**config.mk**
```make
export PLATFORM = sky130hd
export DESIGN_NAME = key_press_gen
export DESIGN_NICKNAME = d
export VERILOG_FILES = /design/src/rtl/key_press_gen_pkg.sv /design/src/rtl/key_press_gen_lfsr16.sv /design/src/rtl/key_press_gen.sv
export SDC_FILE = /design/constraint.sdc
export NUM_CORES = 1
export LEC_CHECK = 0
export CAP_MARGIN = 40
export CORE_ASPECT_RATIO = 1.25
export CORE_MARGIN = 2
export CORE_UTILIZATION = 40
export DETAILED_ROUTE_END_ITERATION = 8
export PLACE_DENSITY = 0.62
export SLEW_MARGIN = 0
export SYNTH_ARGS = -nofsm -noshare
export SYNTH_HDL_FRONTEND = slang
export SYNTH_SLANG_ARGS = --single-unit
```
**constraint.sdc**
```tcl
create_clock -name clk -period 9.43 [get_ports clk]
set_input_delay 1.886 -clock clk [delete_from_list [all_inputs] [get_ports clk]]
set_output_delay 1.886 -clock clk [all_outputs]
set_load 0.03 [all_outputs]
```
**src/rtl/key_press_gen_pkg.sv**
```systemverilog
// Shared definitions for the key press emulator: clock period constants,
// FSM state encoding and the bounce LFSR seed, taps and step function.
package key_press_gen_pkg;

  localparam int CLK_FREQ_HZ      = 50_000_000;
  localparam int MS_PER_S         = 1000;
  localparam int DEFAULT_TICK_DIV = CLK_FREQ_HZ / MS_PER_S;

  localparam logic [15:0] LFSR_SEED = 16'hACE1;
  // Right-shifting Fibonacci form of x^16+x^14+x^13+x^11+1: feedback from bits 0,2,3,5
  localparam logic [15:0] LFSR_TAPS = 16'h002D;

  typedef enum logic [1:0] {
    ST_IDLE   = 2'd0,
    ST_BNC_DN = 2'd1,
    ST_HOLD   = 2'd2,
    ST_BNC_UP = 2'd3
  } state_t;

  function automatic logic [15:0] lfsr_next(input logic [15:0] q);
    return {^(q & LFSR_TAPS), q[15:1]};
  endfunction

endpackage

```
**src/rtl/key_press_gen_lfsr16.sv**
```systemverilog
// 16-bit Fibonacci LFSR that supplies the contact-bounce levels; it only
// steps when enabled, so an idle emulator keeps its sequence position.
module lfsr16
  import key_press_gen_pkg::*;
(
  input  logic        clk,
  input  logic        rst,
  input  logic        en,
  output logic [15:0] q
);

  always_ff @(posedge clk or posedge rst) begin
    if (rst) begin
      q <= LFSR_SEED;
    end else if (en) begin
      q <= lfsr_next(q);
    end
  end

endmodule

```
**src/rtl/key_press_gen.sv**
```systemverilog
// Emulates one press of an active-low push button: optional bounce on the
// falling edge, a timed stable-low hold, optional bounce on release.
module key_press_gen
  import key_press_gen_pkg::*;
#(
  parameter int TICK_DIV   = DEFAULT_TICK_DIV,
  parameter int HOLD_WIDTH = 16,
  parameter int BOUNCE_EN  = 1,
  parameter int BOUNCE_MS  = 5,
  parameter int GLITCH_DIV = 1000
) (
  input  logic                  clk,
  input  logic                  rst,
  input  logic                  start,
  input  logic [HOLD_WIDTH-1:0] hold_ms,
  input  logic                  abort,
  output logic                  key_n,
  output logic                  busy,
  output logic                  done
);

  localparam int PW   = $clog2(TICK_DIV);
  localparam int GW   = (GLITCH_DIV > 1) ? $clog2(GLITCH_DIV) : 1;
  localparam int MS_W = (HOLD_WIDTH > 8) ? HOLD_WIDTH : 8;

  state_t                r_state;
  state_t                w_state_nxt;
  logic [PW-1:0]         r_presc;
  logic [MS_W-1:0]       r_ms;
  logic [GW-1:0]         r_gcnt;
  logic [HOLD_WIDTH-1:0] r_hold;
  logic                  r_key_n;
  logic                  r_busy;
  logic                  r_done;
  logic                  w_key_n_d;
  logic                  w_busy_d;
  logic                  w_done_d;
  logic                  w_bounce;
  logic                  w_tick_last;
  logic                  w_phase_end;
  logic                  w_enter;
  logic                  w_strobe;
  logic [MS_W-1:0]       w_len;
  logic [15:0]           w_lfsr_q;
  logic                  w_lfsr_unused;

  assign w_bounce    = (r_state == ST_BNC_DN) || (r_state == ST_BNC_UP);
  assign w_tick_last = (r_presc == PW'(TICK_DIV - 1));
  assign w_len       = (r_state == ST_HOLD) ? MS_W'(r_hold) : MS_W'(BOUNCE_MS);
  // A zero-length hold ends on its first edge so the press still shows one busy cycle
  assign w_phase_end = (w_len == '0) || (w_tick_last && (r_ms == w_len - MS_W'(1)));
  assign w_enter     = (w_state_nxt != r_state);
  // The LFSR steps only when a bounce level is actually shown
  assign w_strobe    = w_bounce && !w_enter && (r_gcnt == GW'(GLITCH_DIV - 1));

  lfsr16 u_lfsr (
    .clk (clk),
    .rst (rst),
    .en  (w_strobe),
    .q   (w_lfsr_q)
  );

  assign w_lfsr_unused = ^w_lfsr_q[15:1];

  always_ff @(posedge clk or posedge rst) begin
    if (rst) begin
      r_state <= ST_IDLE;
      r_presc <= '0;
      r_ms    <= '0;
      r_gcnt  <= '0;
      r_hold  <= '0;
      r_key_n <= 1'b1;
      r_busy  <= 1'b0;
      r_done  <= 1'b0;
    end else begin
      r_state <= w_state_nxt;
      r_key_n <= w_key_n_d;
      r_busy  <= w_busy_d;
      r_done  <= w_done_d;
      if ((r_state == ST_IDLE) && start) begin
        r_hold <= hold_ms;
      end
      if (w_enter || (r_state == ST_IDLE)) begin
        r_presc <= '0;
        r_ms    <= '0;
        r_gcnt  <= '0;
      end else begin
        if (w_tick_last) begin
          r_presc <= '0;
          r_ms    <= r_ms + MS_W'(1);
        end else begin
          r_presc <= r_presc + PW'(1);
        end
        r_gcnt <= (r_gcnt == GW'(GLITCH_DIV - 1)) ? '0 : r_gcnt + GW'(1);
      end
    end
  end

  always_comb begin
    w_state_nxt = r_state;
    case (r_state)
      ST_IDLE:   if (start) w_state_nxt = (BOUNCE_EN != 0) ? ST_BNC_DN : ST_HOLD;
      ST_BNC_DN: begin
        if (abort)            w_state_nxt = ST_IDLE;
        else if (w_phase_end) w_state_nxt = (r_hold == '0) ? ST_BNC_UP : ST_HOLD;
      end
      ST_HOLD: begin
        if (abort)            w_state_nxt = ST_IDLE;
        else if (w_phase_end) w_state_nxt = (BOUNCE_EN != 0) ? ST_BNC_UP : ST_IDLE;
      end
      ST_BNC_UP: begin
        if (abort || w_phase_end) w_state_nxt = ST_IDLE;
      end
      default:   w_state_nxt = ST_IDLE;
    endcase
  end

  always_comb begin
    w_key_n_d = r_key_n;
    w_done_d  = 1'b0;
    w_busy_d  = (w_state_nxt != ST_IDLE);
    case (w_state_nxt)
      ST_IDLE: begin
        w_key_n_d = 1'b1;
        w_done_d  = (r_state != ST_IDLE) && !abort;
      end
      ST_BNC_DN: begin
        if (w_enter)       w_key_n_d = 1'b0;
        else if (w_strobe) w_key_n_d = w_lfsr_q[0];
      end
      ST_HOLD: begin
        // Entered straight from IDLE with a zero hold: the line never drops
        if (w_enter) w_key_n_d = (r_state == ST_IDLE) && (hold_ms == '0);
      end
      ST_BNC_UP: begin
        if (w_enter)       w_key_n_d = 1'b1;
        else if (w_strobe) w_key_n_d = w_lfsr_q[0];
      end
      default:   w_key_n_d = 1'b1;
    endcase
  end

  assign key_n = r_key_n;
  assign busy  = r_busy;
  assign done  = r_done;

endmodule

```
Yosys cells after proc, flatten, opt, wreduce, memory -nomap -nowiden

Index checks and enable logic that the tools add are counted.

Reduce and logical (&&, ||, !) cells: 21
$add $sub $neg: 4
Eq/ne operators: 11
Multiplexer cells: 21

Operators with widths:

| cell                                                                 | number |
|---|---|
| 16-bit 2-to-1 mux                                                    | 5 |
| 16-bit logical NOT                                                   | 3 |
| 16-bit by 1-bit adder with 16-bit output, second input constant      | 2 |
| 10-bit 2-to-1 mux                                                    | 2 |
| 16-bit == test                                                       | 1 |
| 16-bit == test, second input constant                                | 1 |
| 16-bit parity                                                        | 1 |
| 16-bit by 1-bit subtractor with 16-bit output, second input constant | 1 |
| 2-bit 2-to-1 mux                                                     | 6 |
| 10-bit by 1-bit adder with 10-bit output, second input constant      | 1 |
| 10-bit == test, second input constant                                | 1 |
| 2-bit == test, second input constant                                 | 4 |
| 2-bit one-hot mux with 4 select lines                                | 1 |
| 1-bit logical AND                                                    | 6 |
| 1-bit 2-to-1 mux                                                     | 6 |
| 2-bit nonzero test                                                   | 3 |
| 2-bit by 1-bit == test with 1-bit output, second input constant      | 2 |
| 2-bit logical NOT                                                    | 2 |
| 1-bit logical OR                                                     | 4 |
| 1-bit one-hot mux with 4 select lines                                | 1 |
| 1-bit logical NOT                                                    | 2 |
| 2-bit != test                                                        | 1 |
| 2-bit != test, second input constant                                 | 1 |

Flip-flop bits (word level): 79

Longest topological paths before layout

Depth in word-level cells: 16
Gate-level depth with buffers: 14
Gate-level depth less buffers: 11

Hierarchy

From an unflattened synthesis, not the netlist that was laid out.

Cell total of the unflattened synthesis: 453
Area, all modules: 4596.9 um^2

By module, submodules not included:

| module        | cells an instance | times used | area each (um^2) | seq. area each (um^2) |
|---|---|---|---|---|
| key_press_gen | 414               | 1          | 3917.5           | 1577.8 |
| lfsr16        | 39                | 1          | 679.4            | 410.4 |

Least setup slack after synthesis

Ideal clock, no wire load.

Kind: register to register
Start point: reg r_state[0]
End point: reg u_lfsr.q[1]
Cell stages (with the launch flop): 15
Arrival: 3.311 ns
Setup slack: 5.994 ns
Setup time: 0.125 ns
Path through: dfrtp_1 -> nand2b_1 -> buf_4 -> clkbuf_1 -> nor2_1 -> ha_1 -> or3b_1 -> nor3_1 -> or4_1 -> nand3_1 -> nor4_2 -> nand4b_4 -> nand4_4 -> buf_8 -> mux2_4

Cells in the longest elaborated chain, start to end: 13

Ends and longest elaborated chain:

| what                                          | RTL line                                                         | source |
|---|---|---|
| from (decl)                                   | key_press_gen.sv:26                                              | `state_t r_state;` |
| from (signal assigned)                        | key_press_gen.sv:76                                              | `r_state <= w_state_nxt;` |
| 2-bit == test                                 | key_press_gen.sv:49, key_press_gen.sv:101                        |  |
| 16-bit 2-to-1 mux                             | key_press_gen.sv:49                                              | `assign w_len = (r_state == ST_HOLD) ? MS_W'(r_hold) : MS_W'(BOUNCE_MS);` |
| 16-bit by 1-bit subtractor with 16-bit output | key_press_gen.sv:51                                              | `assign w_phase_end = (w_len == '0) \|\| (w_tick_last && (r_ms == w_len - MS_W'(1)));` |
| 16-bit == test                                | key_press_gen.sv:51                                              |  |
| 1-bit logical AND                             | key_press_gen.sv:51                                              |  |
| 1-bit logical OR                              | key_press_gen.sv:51                                              |  |
| 2-bit 2-to-1 mux (tied with other cells)      | key_press_gen.sv:109                                             | `else if (w_phase_end) w_state_nxt = (BOUNCE_EN != 0) ? ST_BNC_UP : ST_IDLE;` |
| 2-bit 2-to-1 mux, on equally long branches    | key_press_gen.sv:108, key_press_gen.sv:104, key_press_gen.sv:112 |  |
| 2-bit one-hot mux with 4 select lines         | key_press_gen.sv:101                                             | `case (r_state)` |
| 2-bit != test                                 | key_press_gen.sv:52                                              | `assign w_enter = (w_state_nxt != r_state);` |
| 1-bit logical NOT                             | key_press_gen.sv:54                                              | `assign w_strobe = w_bounce && !w_enter && (r_gcnt == GW'(GLITCH_DIV - 1));` |
| 1-bit logical AND (*) (2 in a row)            | key_press_gen.sv:54                                              |  |
| to (signal assigned)                          | key_press_gen_lfsr16.sv:16                                       | `q <= lfsr_next(q);` |
| to (decl)                                     | key_press_gen_lfsr16.sv:9                                        | `output logic [15:0] q` |

Every way passes the cells marked *; elsewhere a longest branch is shown, timed or not.
A chain may end at the register's enable or synchronous reset.

Worst setup path after layout

Start point: reg r_state[1]
End point: reg r_presc[0]

Cells in the longest elaborated chain, start to end: 12

Ends and longest elaborated chain:

| what                                          | RTL line                                                         | source |
|---|---|---|
| 2-bit == test                                 | key_press_gen.sv:49, key_press_gen.sv:101                        |  |
| 16-bit 2-to-1 mux                             | key_press_gen.sv:49                                              |  |
| 16-bit by 1-bit subtractor with 16-bit output | key_press_gen.sv:51                                              |  |
| 16-bit == test                                | key_press_gen.sv:51                                              |  |
| 1-bit logical AND                             | key_press_gen.sv:51                                              |  |
| 1-bit logical OR                              | key_press_gen.sv:51                                              |  |
| 2-bit 2-to-1 mux (tied with other cells)      | key_press_gen.sv:109                                             |  |
| 2-bit 2-to-1 mux, on equally long branches    | key_press_gen.sv:108, key_press_gen.sv:104, key_press_gen.sv:112 |  |
| 2-bit one-hot mux with 4 select lines         | key_press_gen.sv:101                                             |  |
| 2-bit != test                                 | key_press_gen.sv:52                                              |  |
| 1-bit logical OR (*)                          | key_press_gen.sv:83                                              | `if (w_enter \|\| (r_state == ST_IDLE)) begin` |
| 16-bit 2-to-1 mux (*)                         | key_press_gen.sv:83                                              |  |
| to (signal assigned)                          | key_press_gen.sv:92                                              | `r_presc <= r_presc + PW'(1);` |
| to (decl)                                     | key_press_gen.sv:28                                              | `logic [PW-1:0] r_presc;` |

Marks and branches as above.

==> flow_metrics.env <==
export IMPL_rsz0062_at_grt="no"
export IMPL_max_vdd_ir_drop_uv=92.0
export IMPL_crit_type="flip-flop to flip-flop"
export IMPL_io_buffers=22
export IMPL_pin_count=23
export IMPL_clkLatencyLatePin_ps=340
export IMPL_placementRows=44
export IMPL_synth_cells=501
export IMPL_yosysWarningCount=0
export IMPL_clockRootBuffer="clkbuf_16"
export IMPL_start_util=0.410
export IMPL_ant_nets=0
export IMPL_synth_avg_cell_area_sq_um=9.45
export IMPL_route_detailed_drc=0
export IMPL_grt_busiest_layer="met2"
export IMPL_postCtsSetupRepairBufs=0
export IMPL_hold_viol=0
export IMPL_hpwl_um=7250
export IMPL_core_area_sq_mm=0.0116
export IMPL_ys_types=64
export IMPL_n_antenna_cell=0
export IMPL_layout_min_cycle_time_ps=4230
export IMPL_drive_above_1_share=0.125
export IMPL_first_pass_iters=4
export IMPL_stdcell_count=650
export IMPL_globalRoute_totalOverflow=0
export IMPL_yosysMostFrequentCell="nand2_1"
export IMPL_fin_nets=531
export IMPL_startpoint_type="flip-flop"
export IMPL_crit_top_cell="nor2_1"
export IMPL_cts_path_max_buffers=2
export IMPL_routed_wl_um=10200
export IMPL_cts_resized=0
export IMPL_die_y_um=126
export IMPL_clock_sinks=79
export IMPL_path_cells="nand2b_1 -> nor2_1 -> ha_1 -> nor3b_2 -> a21oi_1 -> a2111oi_0 -> nor4_1 -> and3_4 -> nand4b_4 -> nand4b_1 -> nor2_1"
export IMPL_drv_cap=0
export IMPL_synth_area_leader_cell="dfrtp_1"
export IMPL_multi_input_area_sq_mm=0.00255
export IMPL_track_usage=0.172
export IMPL_dieArea_sq_mm=0.0127
export IMPL_cts_buffers=9
export IMPL_grt_pass1_vias=3492
export IMPL_leakage_nw=2.14
export IMPL_setup_tns_ps=0
export IMPL_end_kind="flip-flop"
export IMPL_dp_cells=634
export IMPL_timing_fmax_mhz=237
export IMPL_status="finished clean"
export IMPL_async_flop_share=1.00
export IMPL_grtUsageMet1=0.222
export IMPL_cts_tree="built"
export IMPL_setup_violations=0
export IMPL_dpl_cell_area_sq_mm=0.00502
export IMPL_worst_slew_pin_slew_ps=908
export IMPL_postCtsHoldBufs=0
export IMPL_synth_commonest_cells="71 x nand2_1, 70 x dfrtp_1, 60 x nor2_1"
export IMPL_place_ws_ps=5270
export IMPL_cts_htree_levels=3
export IMPL_grt_use_met2=0.275
export IMPL_final_area_sq_mm=0.00531
export IMPL_final_max_slew_viol_count=0
export IMPL_clkTransAtPathRegs_ps=60
export IMPL_cp_slowest_cell="a2111oi_0"
export IMPL_syn_to_final_growth_pct=12.1
export IMPL_worstHoldPathType="flip-flop to flip-flop"
export IMPL_via_per_inst=5.57
export IMPL_grt_pass1_wl_um=17300
export IMPL_drtIter0Drc=223
export IMPL_seq_area_frac_synth=0.420
export IMPL_gp_routability_congestion=0.865
export IMPL_syn_area_sq_mm=0.00474
export IMPL_synth_nets=525
export IMPL_ys_flop_type="dfrtp_1"
export IMPL_fin_skew_ps=8.30
export IMPL_antenna_found_initial=0
export IMPL_synth_area_leaders="dfrtp_1 37%, xnor2_1 6.3%, nand2_1 5.6%"
export IMPL_slowest_delay_ps=630
export IMPL_synth_edf_count=0
export IMPL_critical_path_required_ps=9680
export IMPL_slew_headroom=0.394
export IMPL_fill_cells=1119
export IMPL_grt_util_met3=0.0416
export IMPL_fin_crit_sh=0.448
export IMPL_timing_final_ws_setup_ps=5200
export IMPL_synth_seq_cells=79
export IMPL_synthDominantCellAreaShare=0.370
export IMPL_power_density_mw_per_mm2=152
export IMPL_routedWlPerCell_um=15.7
export IMPL_seq_area_sq_mm=0.00199
export IMPL_arrival_ps=4470
export IMPL_cp_max_fo=23
export IMPL_die_w_um=101
export IMPL_grt_max_degree=47
export IMPL_vias=3620
-- cells in the final DEF, fill, tap and decap left out, types with 7 or more instances in the layout --
| cell | count |
|---|---|
| nand2_1 | 71 |
| dfrtp_1 | 70 |
| nor2_1 | 60 |
| xnor2_1 | 34 |
| clkdlybuf4s50_1 | 22 |
| nor3_1 | 21 |
| xor2_1 | 20 |
| nand3_1 | 16 |
| and3_1 | 14 |
| nor4_1 | 11 |
| mux2_4 | 10 |
| mux2i_1 | 9 |
| clkbuf_16 | 9 |
| dfstp_2 | 9 |
| inv_1 | 7 |
-- cell type report --
cell class              count  area share
repair buffers             27      0.0530
flip-flops and latches     79       0.374
multi-input cells         382       0.481
well taps                 138      0.0325
clock buffers              12      0.0483
inverters                   8     0.00566
clock inverters             4     0.00542
-- worst max-delay path, delay by kind of cell, from the launching register on --
family / cells / cell delay, ps
flops: 1 / 620
compound gates: 2 / 740
simple gates: 8 / 2490
fa+ha+maj: 1 / 270
-- stage by stage --
| step | hold slack, ps | power, W | util |
|---|---|---|---|
| after floorplan | 424 | 0.000452 | - |
| after global placement | 441 | 0.000475 | 0.431 |
| after detailed placement | 461 | 0.000480 | 0.435 |
| after CTS | 468 | 0.000815 | 0.459 |
| after global routing | 486 | 0.000843 | 0.459 |
| final | 466 | 0.000807 | 0.459 |
-- per-layer routing --
layer  vias up  part of all wire
met3        19             0.043
met4         0             0.028
met1      1755              0.44
met2        78              0.49
li1       1768                 -
met5         -                 0
-- logic make-up after synthesis --
kind of cell | Yosys count | share of synthesized area
DFF | 79 | 0.420
adders and majority gates | 4 | 0.0106
buffers and inverters | 40 | 0.0412
xor gates and xnor gates | 55 | 0.105
muxes | 26 | 0.0674
and+or+nand+nor | 256 | 0.293
AOI/OAI and AO/OA | 41 | 0.0629
-- final timing paths --
kind	to	slack, ps	from	depth (start not counted)
setup / recovery	r_presc[0]	5200	r_state[1]	11
hold / removal	r_presc[0]	470	r_presc[0]	1
setup reg to reg	r_presc[0]	5200	r_state[1]	11
hold reg to reg	r_presc[0]	470	r_presc[0]	1
max in group asynchronous	r_gcnt[4]	6910	rst	4
min in group asynchronous	u_lfsr.q[2]	1960	rst	3
-- report_power, final --
| part | internal, W | total, W | switching [W] |
|---|---|---|---|
| clock | 0.000193 | 0.000333 | 0.000139 |
| combinational | 0.0000372 | 0.0000861 | 0.0000488 |
| sequential | 0.000354 | 0.000388 | 0.0000339 |
-- flip-flops by register name (all words and copies together), names as in the netlist --
| register | count |
|---|---|
| busy | 1 |
| done | 1 |
| key_n | 1 |
| r_gcnt | 10 |
| r_hold | 16 |
| r_ms | 16 |
| r_presc | 16 |
| r_state | 2 |
| u_lfsr.q | 16 |
(Power assumes the default switching activity.)
